$ cat src/rtl/seq_maze_pkg.sv
// Shared types and constants for the sequence-maze monitor.
//   state_e    : monitor states (run, done, trapped, failed)
//   zone_idx_t : index of one zone-request bit (up to 32 zones)
//   DefaultSeq : default lap order, zones 0,1,2,3,4 (entry k is lap step k)
package seq_maze_pkg;

  typedef enum logic [1:0] {
    StRun,
    StDone,
    StTrapped,
    StFailed
  } state_e;

  typedef logic [4:0] zone_idx_t;

  localparam int unsigned DefaultSeqLen = 5;

  // Entry 0 sits in the least-significant slot.
  localparam zone_idx_t [DefaultSeqLen-1:0] DefaultSeq = {5'd4, 5'd3, 5'd2, 5'd1, 5'd0};

endpackage

$ cat src/rtl/seq_maze_req_if.sv
// Bundle of environment/zone inputs and monitor outputs for seq_maze_req.
//   iupdown, ileftright : environment inputs, observed only
//   controllable_zone   : one request bit per zone
//   objective, error    : monitor status flags
//   progress, lap       : steps and laps completed
// master drives the inputs (environment side); slave is the monitor.
interface seq_maze_req_if #(
  parameter int unsigned NZONES = 6,
  parameter int unsigned PW     = 4,
  parameter int unsigned LW     = 2
);

  logic              iupdown;
  logic              ileftright;
  logic [NZONES-1:0] controllable_zone;
  logic              objective;
  logic              error;
  logic [PW-1:0]     progress;
  logic [LW-1:0]     lap;

  modport master (
    output iupdown,
    output ileftright,
    output controllable_zone,
    input  objective,
    input  error,
    input  progress,
    input  lap
  );

  modport slave (
    input  iupdown,
    input  ileftright,
    input  controllable_zone,
    output objective,
    output error,
    output progress,
    output lap
  );

endinterface

$ cat src/rtl/seq_maze_timer.sv
// Per-step timeout counter for seq_maze_req; only instantiated when
// SEQ_MAZE_TIMEOUT_EN is defined.
//   clk, rst  : clock, synchronous active-high reset
//   run_i     : monitor is in the run state (counter advances)
//   clear_i   : a step was completed this cycle (counter restarts)
//   expired_o : this is the TIMEOUT-th idle cycle of the current step
module seq_maze_timer #(
  parameter int unsigned TIMEOUT = 64
) (
  input  logic clk,
  input  logic rst,
  input  logic run_i,
  input  logic clear_i,
  output logic expired_o
);

  localparam int unsigned CW = $clog2(TIMEOUT + 1);

  logic [CW-1:0] cnt_q, cnt_d;

  always_comb begin
    cnt_d = cnt_q;
    if (clear_i) begin
      cnt_d = '0;
    end else if (run_i) begin
      cnt_d = cnt_q + 1'b1;
    end
  end

  always_ff @(posedge clk) begin
    if (rst) begin
      cnt_q <= '0;
    end else begin
      cnt_q <= cnt_d;
    end
  end

  // The counter holds the number of idle cycles already spent, so the
  // cycle that sees TIMEOUT-1 is the one whose edge would reach TIMEOUT.
  assign expired_o = run_i && (cnt_q == CW'(TIMEOUT - 1));

endmodule

$ cat src/rtl/seq_maze_req.sv
// Sequence-maze monitor: tracks zone requests against a fixed lap order,
// raises objective after LAPS full laps, and traps on TRAP_ZONE.
//   clk, rst : clock, synchronous active-high reset
//   bus      : seq_maze_req_if.slave (zone/environment inputs, status outputs)
// Optional feature: define SEQ_MAZE_TIMEOUT_EN to add a per-step timeout
// that moves the monitor to the failed state after TIMEOUT idle cycles.
module seq_maze_req
  import seq_maze_pkg::*;
#(
  parameter int unsigned              NZONES    = 6,
  parameter int unsigned              SEQ_LEN   = 5,
  parameter int unsigned              LAPS      = 2,
  parameter zone_idx_t [SEQ_LEN-1:0]  SEQ       = DefaultSeq,
  parameter int unsigned              TRAP_ZONE = 5,
  parameter int unsigned              TIMEOUT   = 64
) (
  input logic           clk,
  input logic           rst,
  seq_maze_req_if.slave bus
);

  localparam int unsigned Total   = SEQ_LEN * LAPS;
  localparam int unsigned PW      = $clog2(Total + 1);
  localparam int unsigned LW      = $clog2(LAPS + 1);
  localparam int unsigned SW      = (SEQ_LEN > 1) ? $clog2(SEQ_LEN) : 1;
  localparam zone_idx_t   TrapIdx = zone_idx_t'(TRAP_ZONE);

  state_e        state_q, state_d;
  logic [PW-1:0] progress_q, progress_d;
  logic [LW-1:0] lap_q, lap_d;
  // Step within the current lap, i.e. progress mod SEQ_LEN kept explicitly.
  logic [SW-1:0] step_q, step_d;

  logic [31:0] zone_ext;
  logic        running;
  logic        advance;
  logic        trap;
  logic        expired;
  logic        unused_env;

  // Environment inputs carry no state; fold them so they are visibly consumed.
  assign unused_env = ^{bus.iupdown, bus.ileftright};

  // Widen to 32 so any 5-bit zone index selects a defined bit.
  always_comb begin
    zone_ext               = '0;
    zone_ext[NZONES-1:0]   = bus.controllable_zone;
  end

  assign running = (state_q == StRun);
  assign advance = running && zone_ext[SEQ[step_q]];
  assign trap    = zone_ext[TrapIdx];

`ifdef SEQ_MAZE_TIMEOUT_EN
  seq_maze_timer #(
    .TIMEOUT (TIMEOUT)
  ) u_timer (
    .clk       (clk),
    .rst       (rst),
    .run_i     (running),
    .clear_i   (advance),
    .expired_o (expired)
  );
`else
  assign expired = 1'b0;
`endif

  always_comb begin
    state_d    = state_q;
    progress_d = progress_q;
    lap_d      = lap_q;
    step_d     = step_q;
    unique case (state_q)
      StRun: begin
        // Advance outranks both trap and timeout in the same cycle.
        if (advance) begin
          progress_d = progress_q + 1'b1;
          if (step_q == SW'(SEQ_LEN - 1)) begin
            step_d = '0;
            lap_d  = lap_q + 1'b1;
          end else begin
            step_d = step_q + 1'b1;
          end
          if (progress_q == PW'(Total - 1)) begin
            state_d = StDone;
          end
        end else if (trap) begin
          state_d = StTrapped;
        end else if (expired) begin
          state_d = StFailed;
        end
      end
      StDone: begin
        if (trap) begin
          state_d = StTrapped;
        end
      end
      default: begin
        // Trapped and failed are absorbing.
      end
    endcase
  end

  always_ff @(posedge clk) begin
    if (rst) begin
      state_q    <= StRun;
      progress_q <= '0;
      lap_q      <= '0;
      step_q     <= '0;
    end else begin
      state_q    <= state_d;
      progress_q <= progress_d;
      lap_q      <= lap_d;
      step_q     <= step_d;
    end
  end

  assign bus.objective = (state_q == StDone);
`ifdef SEQ_MAZE_TIMEOUT_EN
  assign bus.error     = (state_q == StTrapped) || (state_q == StFailed);
`else
  assign bus.error     = (state_q == StTrapped);
`endif
  assign bus.progress  = progress_q;
  assign bus.lap       = lap_q;

endmodule
$ cat src/flat_wrapper.sv
// flat-port wrapper written by rule: the top's interface ports become plain ports
module seq_maze_req_flat import seq_maze_pkg::*;
#(
  parameter int unsigned              NZONES    = 6,
  parameter int unsigned              SEQ_LEN   = 5,
  parameter int unsigned              LAPS      = 2,
  parameter zone_idx_t [SEQ_LEN-1:0]  SEQ       = DefaultSeq,
  parameter int unsigned              TRAP_ZONE = 5,
  parameter int unsigned              TIMEOUT   = 64
)
  (clk, rst, bus_iupdown, bus_ileftright, bus_controllable_zone, bus_objective, bus_error, bus_progress, bus_lap);
  seq_maze_req_if #(.NZONES(NZONES)) bus_i ();
  input logic clk;
  input logic rst;
  input wire logic [$bits(bus_i.iupdown)-1:0] bus_iupdown;
  input wire logic [$bits(bus_i.ileftright)-1:0] bus_ileftright;
  input wire logic [$bits(bus_i.controllable_zone)-1:0] bus_controllable_zone;
  output wire logic [$bits(bus_i.objective)-1:0] bus_objective;
  output wire logic [$bits(bus_i.error)-1:0] bus_error;
  output wire logic [$bits(bus_i.progress)-1:0] bus_progress;
  output wire logic [$bits(bus_i.lap)-1:0] bus_lap;
  assign bus_i.iupdown = bus_iupdown;
  assign bus_i.ileftright = bus_ileftright;
  assign bus_i.controllable_zone = bus_controllable_zone;
  assign bus_objective = bus_i.objective;
  assign bus_error = bus_i.error;
  assign bus_progress = bus_i.progress;
  assign bus_lap = bus_i.lap;
  seq_maze_req #(.NZONES(NZONES), .SEQ_LEN(SEQ_LEN), .LAPS(LAPS), .SEQ(SEQ), .TRAP_ZONE(TRAP_ZONE), .TIMEOUT(TIMEOUT)) u_core (.clk(clk), .rst(rst), .bus(bus_i));
endmodule
$ cat config.mk
export PLATFORM = sky130hd
export DESIGN_NAME = seq_maze_req_flat
export DESIGN_NICKNAME = d
export VERILOG_FILES = /design/src/rtl/seq_maze_pkg.sv /design/src/rtl/seq_maze_req_if.sv /design/src/rtl/seq_maze_timer.sv /design/src/rtl/seq_maze_req.sv /design/src/flat_wrapper.sv
export SDC_FILE = /design/constraint.sdc
export NUM_CORES = 1
export LEC_CHECK = 0
export CORE_MARGIN = 4
export CORE_UTILIZATION = 43
export DETAILED_ROUTE_END_ITERATION = 6
export PLACE_DENSITY = 0.74
export SLEW_MARGIN = 15
export SYNTH_ARGS = -nofsm -noshare
export SYNTH_HDL_FRONTEND = slang
export SYNTH_SLANG_ARGS = --single-unit
$ cat constraint.sdc
create_clock -name clk -period 2.2 [get_ports clk]
set_clock_uncertainty 0.15 [all_clocks]
set_input_delay 0.66 -clock clk [delete_from_list [all_inputs] [get_ports clk]]
set_output_delay 0.66 -clock clk [all_outputs]
set_load 0.05 [all_outputs]
### Yosys cells after proc, flatten, opt, wreduce, memory -nomap -nowiden

Memory sizes are Yosys's and may differ from the RTL's. A register that Yosys moved wholly into a read port is not among the register bits.
Cells that the tools add are included.

| storage, ports and cells | value |
|---|---|
| register bits after elaboration | 11 |
| bits in read-only memories | 40 |
| bits of input ports | 10 |
| output and inout port bits | 8 |
| memories | 1 |

| operators by class | value |
|---|---|
| add/subtract/negate cells | 3 |
| magnitude comparators | 2 |
| eq/ne operators | 5 |
| muxes and demuxes | 10 |
| reduce and logical (&&, ||, !) cells | 6 |

Memories:

| memory | depth | bits a word | rd ports | clocked after memory_dff | wr ports | RTL line | RTL |
|---|---|---|---|---|---|---|---|
| (no name shown) | 8 | 5 | 1 | 1 | 0 | seq_maze_req.sv:51 | `assign advance = running && zone_ext[SEQ[step_q]];` |

Operators with widths:

| cell | count |
|---|---|
| $mux 3 | 3 |
| $lt 5x6->1 const B | 1 |
| $mux 2 | 3 |
| $bmux 1 s5 | 1 |
| $mux 5 | 1 |
| $add 4x1->4 const B | 1 |
| $eq 4x4->1 const B | 1 |
| $lt 3x4->1 const B | 1 |
| $pmux 2 s2 | 1 |
| $reduce_and 2->1 | 2 |
| $add 3x1->3 const B | 1 |
| $eq 3x3->1 const B | 1 |
| $ne 3x3->1 const B | 1 |
| $reduce_and 3->1 | 1 |
| $add 2x1->2 const B | 1 |
| $eq 2x1->1 const B | 1 |
| $eq 2x2->1 const B | 1 |
| $logic_not 2->1 | 1 |
| $reduce_bool 2->1 | 1 |
| $logic_and 1x1->1 | 1 |
| $mux 1 | 1 |

### Depth between registers and ports, before layout

Gate-level depths: netlist of the first run.

| logic depth | value |
|---|---|
| depth in word-level cells | 8 |
| mapped depth | 6 |

### Worst setup path before layout of the first run

OpenSTA, ideal clock, no wires.

| path | value |
|---|---|
| path type | reg-to-output |
| start point | register u_core.state_q[1] |
| end point | output port bus_error |
| data arrival time | 1.391 ns |
| required time | 1.390 ns |
| path slack | -0.001 ns |
| stages on the path, launching flop included | 5 |
| path through | dfxtp_1 -> clkbuf_1 -> buf_2 -> inv_1 -> nor2_1 |

| on the way | value |
|---|---|
| word-level cells in the longest chain between the ends | 1 |

RTL lines:

| item | RTL line | RTL |
|---|---|---|
| from (decl) | seq_maze_req.sv:28 | `state_e state_q, state_d;` |
| from (signal assigned) | seq_maze_req.sv:106 | `state_q <= StRun;` |
| from (signal assigned) | seq_maze_req.sv:111 | `state_q <= state_d;` |
| $eq 2x2->1 | seq_maze_req.sv:122 | `assign bus.error = (state_q == StTrapped);` |
| to (decl) | flat_wrapper.sv:19 | `output wire logic [$bits(bus_i.error)-1:0] bus_error;` |

Every way passes these cells.

### Worst setup path in the final report of the first run

| path | value |
|---|---|
| start point | input port bus_controllable_zone[2] |
| end point | register u_core.lap_q[1] (netlist: u_core.bus.lap[1]) |

| on the way | value |
|---|---|
| word-level cells in the longest chain between the ends | 4 |

RTL lines:

| item | RTL line | RTL |
|---|---|---|
| from (decl) | flat_wrapper.sv:17 | `input wire logic [$bits(bus_i.controllable_zone)-1:0] bus_controllable_zone;` |
| $bmux 1 s5 | seq_maze_req.sv:51 |  |
| $mux 1 (implied by the code) | seq_maze_req.sv:51 |  |
| $logic_and 1x1->1 | seq_maze_req.sv:51 |  |
| $reduce_and 3->1 (no source line) | - |  |
| to (signal assigned) | seq_maze_req.sv:113 | `lap_q <= lap_d;` |
| to (decl) | seq_maze_req.sv:30 | `logic [LW-1:0] lap_q, lap_d;` |

Every way passes these cells. The select of a mux whose other input is x is not followed.
A chain may end at the register's enable or synchronous reset.

==> results of run 1 <==
-- power breakdown --
part	switching [W]	total [W]	internal, W	leakage (nW)
combinational	0.000230	0.000434	0.000204	0.315
sequential	0.0000385	0.000325	0.000287	0.114
clock	0.0000829	0.000183	0.000101	0.0210
-- logic make-up (layout without fill, tap and decap cells) --
| group | after synthesis | count (layout) |
|---|---|---|
| buffers and inverters | 12 | 36 |
| DFF | 14 | 14 |
| muxes | 2 | 2 |
| AOI/OAI and AO/OA | 28 | 29 |
| and+or+nand+nor | 30 | 30 |
| adders and majority gates | 4 | 4 |
-- worst register-to-register path: stages (launching register included) --
cell	delay, ns
dfxtp_1	0.38
mux4_2	0.58
a32oi_4	0.34
buf_6	0.17
nor4_2	0.04
o21a_1	0.18
-- layer usage --
metal  up-vias  routed length [um]  share of wire
met1       353                 832           0.44
met5         -                   0              0
met3         2                  60          0.032
li1        390                   -              -
met4         0                   8         0.0043
met2        14                 976           0.52
-- worst max path at each step --
stage	cells past startpoint	slack (ns)	start	end
6_report	6	0.02	bus_controllable_zone[2]	u_core.bus.lap[1]
5_1_grt	6	-0.004	bus_controllable_zone[2]	u_core.step_q[0]
4_1_cts	6	-0.03	bus_controllable_zone[4]	u_core.state_q[0]
3_5_place_dp	6	-0.40	bus_controllable_zone[5]	u_core.state_q[0]
3_3_place_gp	6	-0.39	bus_controllable_zone[5]	u_core.state_q[0]
2_1_floorplan	3	0.07	u_core.state_q[1]	bus_objective
-- synth_stat cells --
library cell,number
inv_1,5
o21ai_0,6
a32oi_4,1
nor3_1,2
buf_2,1
nor2b_1,1
or4_1,5
o31ai_1,5
mux4_2,1
nand3_1,2
or4b_1,2
mux2_2,1
ha_1,4
o21a_1,2
a311o_1,1
dfxtp_1,14
nor4_1,1
nor2_1,9
nand2_1,3
clkbuf_1,4
or3_1,4
buf_4,1
a21oi_1,12
a31oi_1,1
and3b_1,1
buf_6,1
-- timing repair --
| item | in CTS | in global routing |
|---|---|---|
| hold buffers | 0 | 0 |
| endpoints found under the setup margin | 12 | 13 |
| pin swaps | 2 | 7 |
| gates resized for setup | 5 | 14 |
| buffers inserted | 1 | 0 |
| gates cloned | 1 | 2 |
-- layout make-up --
cell class / instances / area (um2) / area share
Multi-Input combinational cell: 65 / 505.5 / 0.4489
Sequential cell: 14 / 280.3 / 0.2489
Timing Repair Buffer: 27 / 254.0 / 0.2256
Clock buffer: 4 / 36.28 / 0.03222
Tap cell: 25 / 31.28 / 0.02778
Inverter: 5 / 18.77 / 0.01667
-- metrics by stage --
step,std cells,instance area [um2],setup WS [ns],hold WS (ns)
2_1_floorplan,90,779.5,0.07279,0.3161
3_3_place_gp,132,982.2,-0.3943,0.3186
3_5_place_dp,132,982.2,-0.3976,0.3279
4_1_cts,138,1049,-0.02997,0.3481
5_1_grt,140,1126,-0.003659,0.3720
6_report,140,1126,0.01850,0.3442
==> results by group, run 1 <==
Power and ir drop
  – VDD IR max: 427.7 uV
  – Power Density: 836.9 nW/um2
  – Total Power: 0.0009424 W
  – Leakage power: approximately 0.45 nW

Synth
  – Post-synthesis cell area: about 780 um2
  – Sequential area share after synthesis: 0.3607
  – Top post-synthesis cells by area: dfxtp_1 (36%), a21oi_1 (7.7%), ha_1 (6.4%)
  – YS warnings: 0
  – Synth Area in XOR/XNOR: 0
  – Yosys top cell area share: 0.3607
  – Synth Net Count: between 100 and 150
  – Adder-cell share of the synthesized area: 0.06441
  – Post-synth top area cell: dfxtp_1
  – Syn avg cell area: between 8 and 9 um2
  – Mapped Cells: 90
  – Number of distinct library cells after synthesis: 26
  – Register bit total from synthesis: 14
  – Largest family of logic cells by synthesized area: compound AO/OA/AOI/OAI gates
  – Complex-gate fraction of the synthesized area: 0.2399
  – Post-Synth Simple-Gate Area: 0.2174
  – Mux share of post-synthesis cell area: 0.04348

Global routing
  – GR Layer Usage met3: 0.03264
  – Largest net degree at the start of global routing: 14
  – Number of global-route vias before repair: 684
  – Top Usage Layer GRT: met2
  – First-pass GRT wire length: 2877 um
  – Met2 GRT Util: 0.2370
  – Total grt overflow: 0
  – Overall Global Routing Usage: 0.1439
  – Initial antenna violation count: 0
  – Met1 Use GR: 0.1823

Placed design
  – Count of input and output buffers: 15
  – Routability cong.: just under 0.8
  – Final HPWL DP: 1193 um

Finish
  – Area Growth Syn to Fin: 44.93%
  – Fillers: 151
  – Post-layout util: 0.6522
  – Final #Nets: 130
  – N_diodes: 0
  – Share of post-route cells with drive strength above 1: 0.3217
  – Most common cell after layout, fill and taps aside: buf_4
  – Leading cell types in the layout, fill and taps excluded: buf_4 (15), dfxtp_1 (14), nor2_1 (8), a21oi_1 (8), o21ai_0 (6)

STA
  – Setup TNS: 0 ns
  – Final setup fails: 0
  – Fin. Hold Viols: 0
  – Min cycle time layout: 2.182 ns
  – Slew @ Worst Pin: 0.3292 ns
  – Rel. slew slack: 0.7805
  – Fin crit share: 0.9916
  – Maximum clock frequency: 0.4584 GHz
  – Final max-slew violation count: 0

Floorplanning
  – Die area: 2551 um2
  – Die Ht: 50.51 um
  – Initial core utilization: 0.4500
  – Row cnt: 15
  – Core area: 1727 um2
  – DIE WIDTH: 50.51 um
  – I/O pin count: 18

Setup path
  – Worst EP required: 2.26 ns
  – Worst Setup Path Type: input pin to register
  – WP data arrival: 2.25 ns
  – Reg2Reg Depth: 5
  – Critical Path Slowest Stage Cell: or4_1
  – CP Capture Type: register
  – Crit-path max cell delay: 0.49 ns
  – Worst path cell trace: clkdlybuf4s50_1 > mux2_4 > a32oi_4 > buf_6 > or4_1 > a21oi_2
  – CP Launch Type: input pin
  – Critical path buffer and inverter count: 2
  – R2R setup slack: approximately 0.25 ns
  – Critical-path maximum fanout: 5
  – FF-to-FF End: u_core.state_q[0]
  – Top Family by Delay on Critical Path: buffers and inverters

Worst hold path
  – Hold WC Path Type: register to register
  – Hold Path End: u_core.step_q[1]
  – Hold path cells: 2
  – Hold path start: u_core.step_q[1]

CTS
  – Clk pin slew, worst setup/hold paths: 0.09 ns
  – Root Driver: clkbuf_4
  – Number of CTS-inserted buffers: 3
  – Htree depth: 1
  – Clk Latency, worst-skew pair: 0.27 ns
  – Clk buf depth: 2
  – Sink Count: 14
  – CTS tree: built

Detailed routing
  – Iteration-0 DRC Markers: 15
  – DR vias: 759
  – Vias per Instance: 5.421
  – Initial DRT Pass Iterations: 4
  – Post-route ant nets: 0
  – WL final: 1878 um
  – DRC Markers: 0
  – Routed len/inst: 13.41 um

Job
  – Max-cap viol count: 0

Status
  – Outcome: finished, final reports clean
Note: power is estimated with default switching activity, not from simulation.
==> run 2, diff against run 1 <==
--- a/config.mk
+++ b/config.mk
@@ -8,7 +8,7 @@
 export CORE_MARGIN = 4
 export CORE_UTILIZATION = 43
 export DETAILED_ROUTE_END_ITERATION = 6
-export PLACE_DENSITY = 0.74
+export PLACE_DENSITY = 0.8
 export SLEW_MARGIN = 15
 export SYNTH_ARGS = -nofsm -noshare
 export SYNTH_HDL_FRONTEND = slang
==> run 2 against run 1 <==
Via count is 1.3% lower; die area did not move; fmax up 1.5%; combinational power shrank 5.8%; global-route usage up 1.3 points; design area decreased by 7.9%; first-iteration DRC count fell by 47%; flip-flop and latch count stayed put; utilization decreased by 5.1 points; non-clock buffer count stayed put.
==> results by group, run 2 (synthesis results as in run 1) <==
Detailed routing
  – Vias per Instance: ~5.4
  – Routed len/inst: ~13 um
  – WL final: 1734 um
  – Post-route ant nets: 0
  – DR vias: 749
  – Iteration-0 DRC Markers: 8
  – DRC Markers: 0
  – Initial DRT Pass Iterations: 4

STA
  – Final max-slew violation count: 0
  – Fin. Hold Viols: 0
  – Final setup fails: 0
  – Rel. slew slack: 0.8176
  – Min cycle time layout: 2.149 ns
  – RSZ-0062 raised after global routing: no
  – Maximum clock frequency: about 0.47 GHz
  – Fin crit share: 0.9766
  – Setup TNS: 0 ns
  – Slew @ Worst Pin: approximately 0.27 ns

Job
  – Max-cap viol count: 0

Finish
  – N_diodes: 0
  – Share of post-route cells with drive strength above 1: 0.2478
  – Final #Nets: 129
  – Area Growth Syn to Fin: 33.49%
  – Most common cell after layout, fill and taps aside: buf_4
  – Leading cell types in the layout, fill and taps excluded: buf_4 (15), dfxtp_1 (14), a21oi_1 (12)
  – Fin area: 1037 um2

Setup path
  – Worst EP required: 2.21 ns
  – Critical Path Slowest Stage Cell: mux4_2
  – Crit-path max cell delay: 0.50 ns
  – R2R setup slack: 0.27 ns
  – Worst path cell trace: dlygate4sd2_1 > mux4_2 > a32oi_4 > buf_4 > nor3_1 > a311o_1
  – CP Launch Type: input pin
  – Reg2Reg Depth: 5
  – WP data arrival: 2.16 ns
  – CP Capture Type: register
  – Critical-path maximum fanout: 2
  – Origin of the worst setup path: bus_controllable_zone[5]
  – Worst Setup Path Type: input pin to register

Global routing
  – Met2 GRT Util: 0.2630
  – Overall Global Routing Usage: 0.1568
  – Top Usage Layer GRT: met2
  – Total grt overflow: 0
  – Met1 Use GR: 0.1703
  – GR Layer Usage met3: 0.04154
  – Number of global-route vias before repair: 706
  – First-pass GRT wire length: ~3000 um
  – Initial antenna violation count: 0
  – Largest net degree at the start of global routing: 26

CTS
  – CTS tree: built
  – Htree depth: 1
  – Root Driver: clkbuf_4
  – Number of CTS-inserted buffers: 3
  – Clk pin slew, worst setup/hold paths: around 0.08 ns
  – Clk buf depth: 2
  – Cts hold-fix bufs: 0
  – Sink Count: 14
  – Clk Latency, worst-skew pair: 0.28 ns

Floorplanning
  – Die area: around 2600 um2
  – I/O pin count: 18
  – Core area: 1727 um2
  – Row cnt: 15
  – Die Ht: 50.51 um
  – DIE WIDTH: 50.51 um
  – Initial core utilization: 0.4500

Power and ir drop
  – Leakage power: 0.4112 nW
  – Power Density: 843.2 nW/um2
  – VDD IR max: ~450 uV

Worst hold path
  – Hold Path End: u_core.bus.lap[1]
  – Hold WC Path Type: register to register
  – Hold path start: u_core.bus.lap[1]
  – Hold path cells: 2

Placed design
  – Count of input and output buffers: 15
  – Routability cong.: 0.7976
  – Final HPWL DP: 1188 um
  – Cell Area, Placed: roughly 970 um2

Status
  – Outcome: finished, final reports clean
-- run 2: changes by cell type in the layout (fill, tap and decap cells not counted), moves of 2 or more --
| cell | change |
|---|---|
| a21oi_1 | +4 |
| clkdlybuf4s50_1 | -2 |
| a21oi_2 | -4 |
| dlymetal6s2s_1 | -3 |
| dlygate4sd2_1 | +5 |
-- run 2: where the power goes --
group,internal (W),total (W),switching [W]
Combinational,0.000198,0.000409,0.000212
Clock,0.0000636,0.000143,0.0000790
Sequential,0.000287,0.000323,0.0000361
-- run 2: worst max path at each step --
stage,endpoint,slack [ns]
floorplan,bus_objective,0.07
global placement,u_core.state_q[0],-0.38
detailed placement,u_core.state_q[0],-0.43
CTS,register,0.07
global route,register,0.004
finish,register,0.05
-- run 2: critical path: cells and delay by family --
kind | cells | cell delay (ns)
compound gates | 2 | 0.56
mux | 1 | 0.50
buf+inv | 2 | 0.40
simple gates | 1 | 0.04
-- run 2: layout make-up --
| class | count | area [um2] |
|---|---|---|
| Sequential cell | 14 | 280.3 |
| Fill cell | 168 | 689.4 |
| Multi-Input combinational cell | 64 | 450.4 |
| Inverter | 5 | 18.77 |
| Clock buffer | 3 | 22.52 |
| Tap cell | 25 | 31.28 |
| Timing Repair Buffer | 27 | 234.0 |
-- run 2: stage by stage --
| step | cells | total power (W) | setup WS (ns) | hold slack, ns | utilization |
|---|---|---|---|---|---|
| 2_1_floorplan | 90 | 0.0005711 | 0.07279 | 0.3161 | - |
| 3_3_place_gp | 130 | 0.0006556 | -0.3828 | 0.3174 | 0.5601 |
| 4_1_cts | 139 | 0.0008921 | 0.06627 | 0.3471 | 0.6072 |
| 5_1_grt | 138 | 0.0009351 | 0.003500 | 0.3728 | 0.6007 |
| 6_report | 138 | 0.0008746 | 0.05141 | 0.3443 | 0.6007 |
| 3_5_place_dp | 130 | 0.0006659 | -0.4273 | 0.3310 | 0.5601 |
-- run 2: routing by layer --
layer,share of wire,vias up
li1,-,382
met1,0.42,343
met2,0.48,19
met3,0.067,5
met4,0.029,0
met5,0,-
-- run 2: timing repair --
action | 4_1_cts | 5_1_grt
pin swaps | 6 | 4
buffers inserted | 5 | 0
setup endpoints to repair | 13 | 1
gates cloned | 1 | 0
gates resized for setup | 14 | 1
==> run 3, diff against run 2 <==
--- a/config.mk
+++ b/config.mk
@@ -6,9 +6,10 @@
 export NUM_CORES = 1
 export LEC_CHECK = 0
 export CORE_MARGIN = 4
-export CORE_UTILIZATION = 43
+export CORE_UTILIZATION = 45
+export CTS_BUF_LIST = sky130_fd_sc_hd__clkbuf_8
 export DETAILED_ROUTE_END_ITERATION = 6
-export PLACE_DENSITY = 0.8
+export PLACE_DENSITY = 0.83
 export SLEW_MARGIN = 15
 export SYNTH_ARGS = -nofsm -noshare
 export SYNTH_HDL_FRONTEND = slang
==> run 3 against run 2 <==
Utilization increased by 11 points; clock power is 79% higher; count of clock-buffer cells in the layout is 1 higher; global-route usage increased by 2.6 points; sequential share of layout area is 2.0 points lower; critical path depth stayed put; largest cell class unchanged.
==> results by group, run 3 (synthesis results as in run 1) <==
Placed design
  – Final HPWL DP: 1313 um
  – DP Cell Count: ~120
  – Count of input and output buffers: 15
  – Routability cong.: 0.7685

STA
  – Final setup fails: 0
  – Setup TNS: 0 ns
  – Final max-slew violation count: 0
  – Rel. slew slack: 0.7029
  – Min cycle time layout: 2.171 ns
  – Maximum clock frequency: between 0.4 and 0.5 GHz
  – WHS: 0.3416 ns
  – RSZ-0062 raised after global routing: yes
  – Fin crit share: 0.9867
  – Fin. Hold Viols: 0
  – Slew @ Worst Pin: 0.4418 ns

Global routing
  – Overall Global Routing Usage: 0.1824
  – Largest net degree at the start of global routing: 15
  – Number of global-route vias before repair: 805
  – First-pass GRT wire length: 3401 um
  – Total grt overflow: 0
  – Initial antenna violation count: 0

Floorplanning
  – Row cnt: 14
  – DIE WIDTH: 49.56 um
  – Initial core utilization: 0.4929
  – Die area: 2456 um2
  – Core area: 1577 um2
  – Die Ht: 49.56 um
  – I/O pin count: 18

Setup path
  – Worst Setup Path Type: input pin to register
  – Worst EP required: between 2 and 2.5 ns
  – CP Launch Type: input pin
  – CP Capture Type: register
  – Reg2Reg Depth: 5
  – Critical-path maximum fanout: 5
  – WP data arrival: approximately 2.2 ns
  – FF-to-FF End: u_core.state_q[0]
  – R2R setup slack: 0.30 ns

Finish
  – Non-Filler Instances: 132
  – Post-layout util: 0.7111
  – Most common cell after layout, fill and taps aside: buf_4
  – Area Growth Syn to Fin: 44.28%
  – Leading cell types in the layout, fill and taps excluded: buf_4 (16), dfxtp_1 (14), nor2_1 (8), a21oi_1 (8), o21ai_0 (6)
  – Fillers: 128
  – N_diodes: 0
  – Share of post-route cells with drive strength above 1: 0.3276
  – Final #Nets: 131

Detailed routing
  – Iteration-0 DRC Markers: 19
  – WL final: 2184 um
  – DRC Markers: 0
  – Post-route ant nets: 0
  – Vias per Instance: between 5 and 6
  – DR vias: just under 800
  – Initial DRT Pass Iterations: 4
  – Routed len/inst: 16.55 um

Power and ir drop
  – Power Density: 917.2 nW/um2
  – Total Power: 0.001028 W
  – Leakage power: 0.4382 nW
  – VDD IR max: 579.7 uV

CTS
  – Clk Latency, worst-skew pair: 0.25 ns
  – Htree depth: 1
  – Number of CTS-inserted buffers: 3
  – Clk pin slew, worst setup/hold paths: about 0.060 ns
  – CTS tree: built
  – Clk buf depth: 2
  – Sink Count: 14
  – Root Driver: clkbuf_8

Worst hold path
  – Hold WC Path Type: register to register
  – Hold path cells: 2
  – Hold Path End: u_core.bus.lap[1]
  – Hold path start: u_core.bus.lap[1]

Job
  – Max-cap viol count: 0

Status
  – Outcome: finished, final reports clean
-- run 3: cell count changes in the layout (fill, tap and decap cells not counted), sizes merged --
cell	delta
dlygate4sd2	-2
clkdlybuf4s50	+2
buf	+1
clkbuf	+1
a32oi	+1
-- run 3: power breakdown --
part / total (W) / switching [W] / internal (W)
combinational: 0.000445 / 0.000236 / 0.000209
clock: 0.000256 / 0.0000971 / 0.000159
sequential: 0.000327 / 0.0000398 / 0.000287
total: 0.00103 / 0.000373 / 0.000655
-- run 3: worst max path at each step --
stage	from	end	slack (ns)	cells past startpoint
floorplan	u_core.state_q[1]	bus_objective	0.07	3
global placement	bus_controllable_zone[5]	u_core.state_q[0]	-0.39	6
detailed placement	bus_controllable_zone[5]	u_core.state_q[0]	-0.44	6
CTS	bus_controllable_zone[2]	u_core.step_q[0]	0.004	6
global route	bus_controllable_zone[3]	u_core.step_q[0]	-0.03	6
finish	bus_controllable_zone[3]	u_core.step_q[0]	0.03	6
-- run 3: stage by stage --
stage | setup WS (ns) | instance area [um2]
2_1_floorplan | 0.07279 | 779.5
5_1_grt | -0.02711 | 1121
3_3_place_gp | -0.3856 | 970.9
4_1_cts | 0.004177 | 1074
3_5_place_dp | -0.4380 | 970.9
6_report | 0.02921 | 1121
-- run 3: metal layers --
layer | GRT usage | routed length, um | up-vias
li1 | - | - | 387
met1 | 0.1927 | 937 | 374
met2 | 0.3194 | 1093 | 17
met3 | 0.05723 | 89 | 7
met4 | 0.09677 | 63 | 0
met5 | 0 | 0 | -
-- run 3: final cells by class --
type | count | area, um2 | share of cell area
inverters | 5 | 18.77 | 0.01674
well taps | 16 | 20.02 | 0.01786
repair buffers | 28 | 244.0 | 0.2176
multi-input cells | 65 | 503.0 | 0.4487
flip-flops and latches | 14 | 280.3 | 0.2500
clock buffers | 4 | 55.05 | 0.04911
-- run 3: critical path, cell delays in order --
cell and delay, ns:
clkdlybuf4s50_1 0.46, mux2_4 0.17, a32oi_4 0.14, buf_6 0.16
or4b_4 0.47, a21oi_2 0.14
-- run 3: what timing repair did --
| action | 4_1_cts | 5_1_grt |
|---|---|---|
| pin swaps | 5 | 4 |
| buffers inserted | 2 | 0 |
| setup endpoints to repair | 14 | 7 |
| hold buffers | 0 | 0 |
| gates resized for setup | 11 | 7 |
| cloned | 1 | 2 |
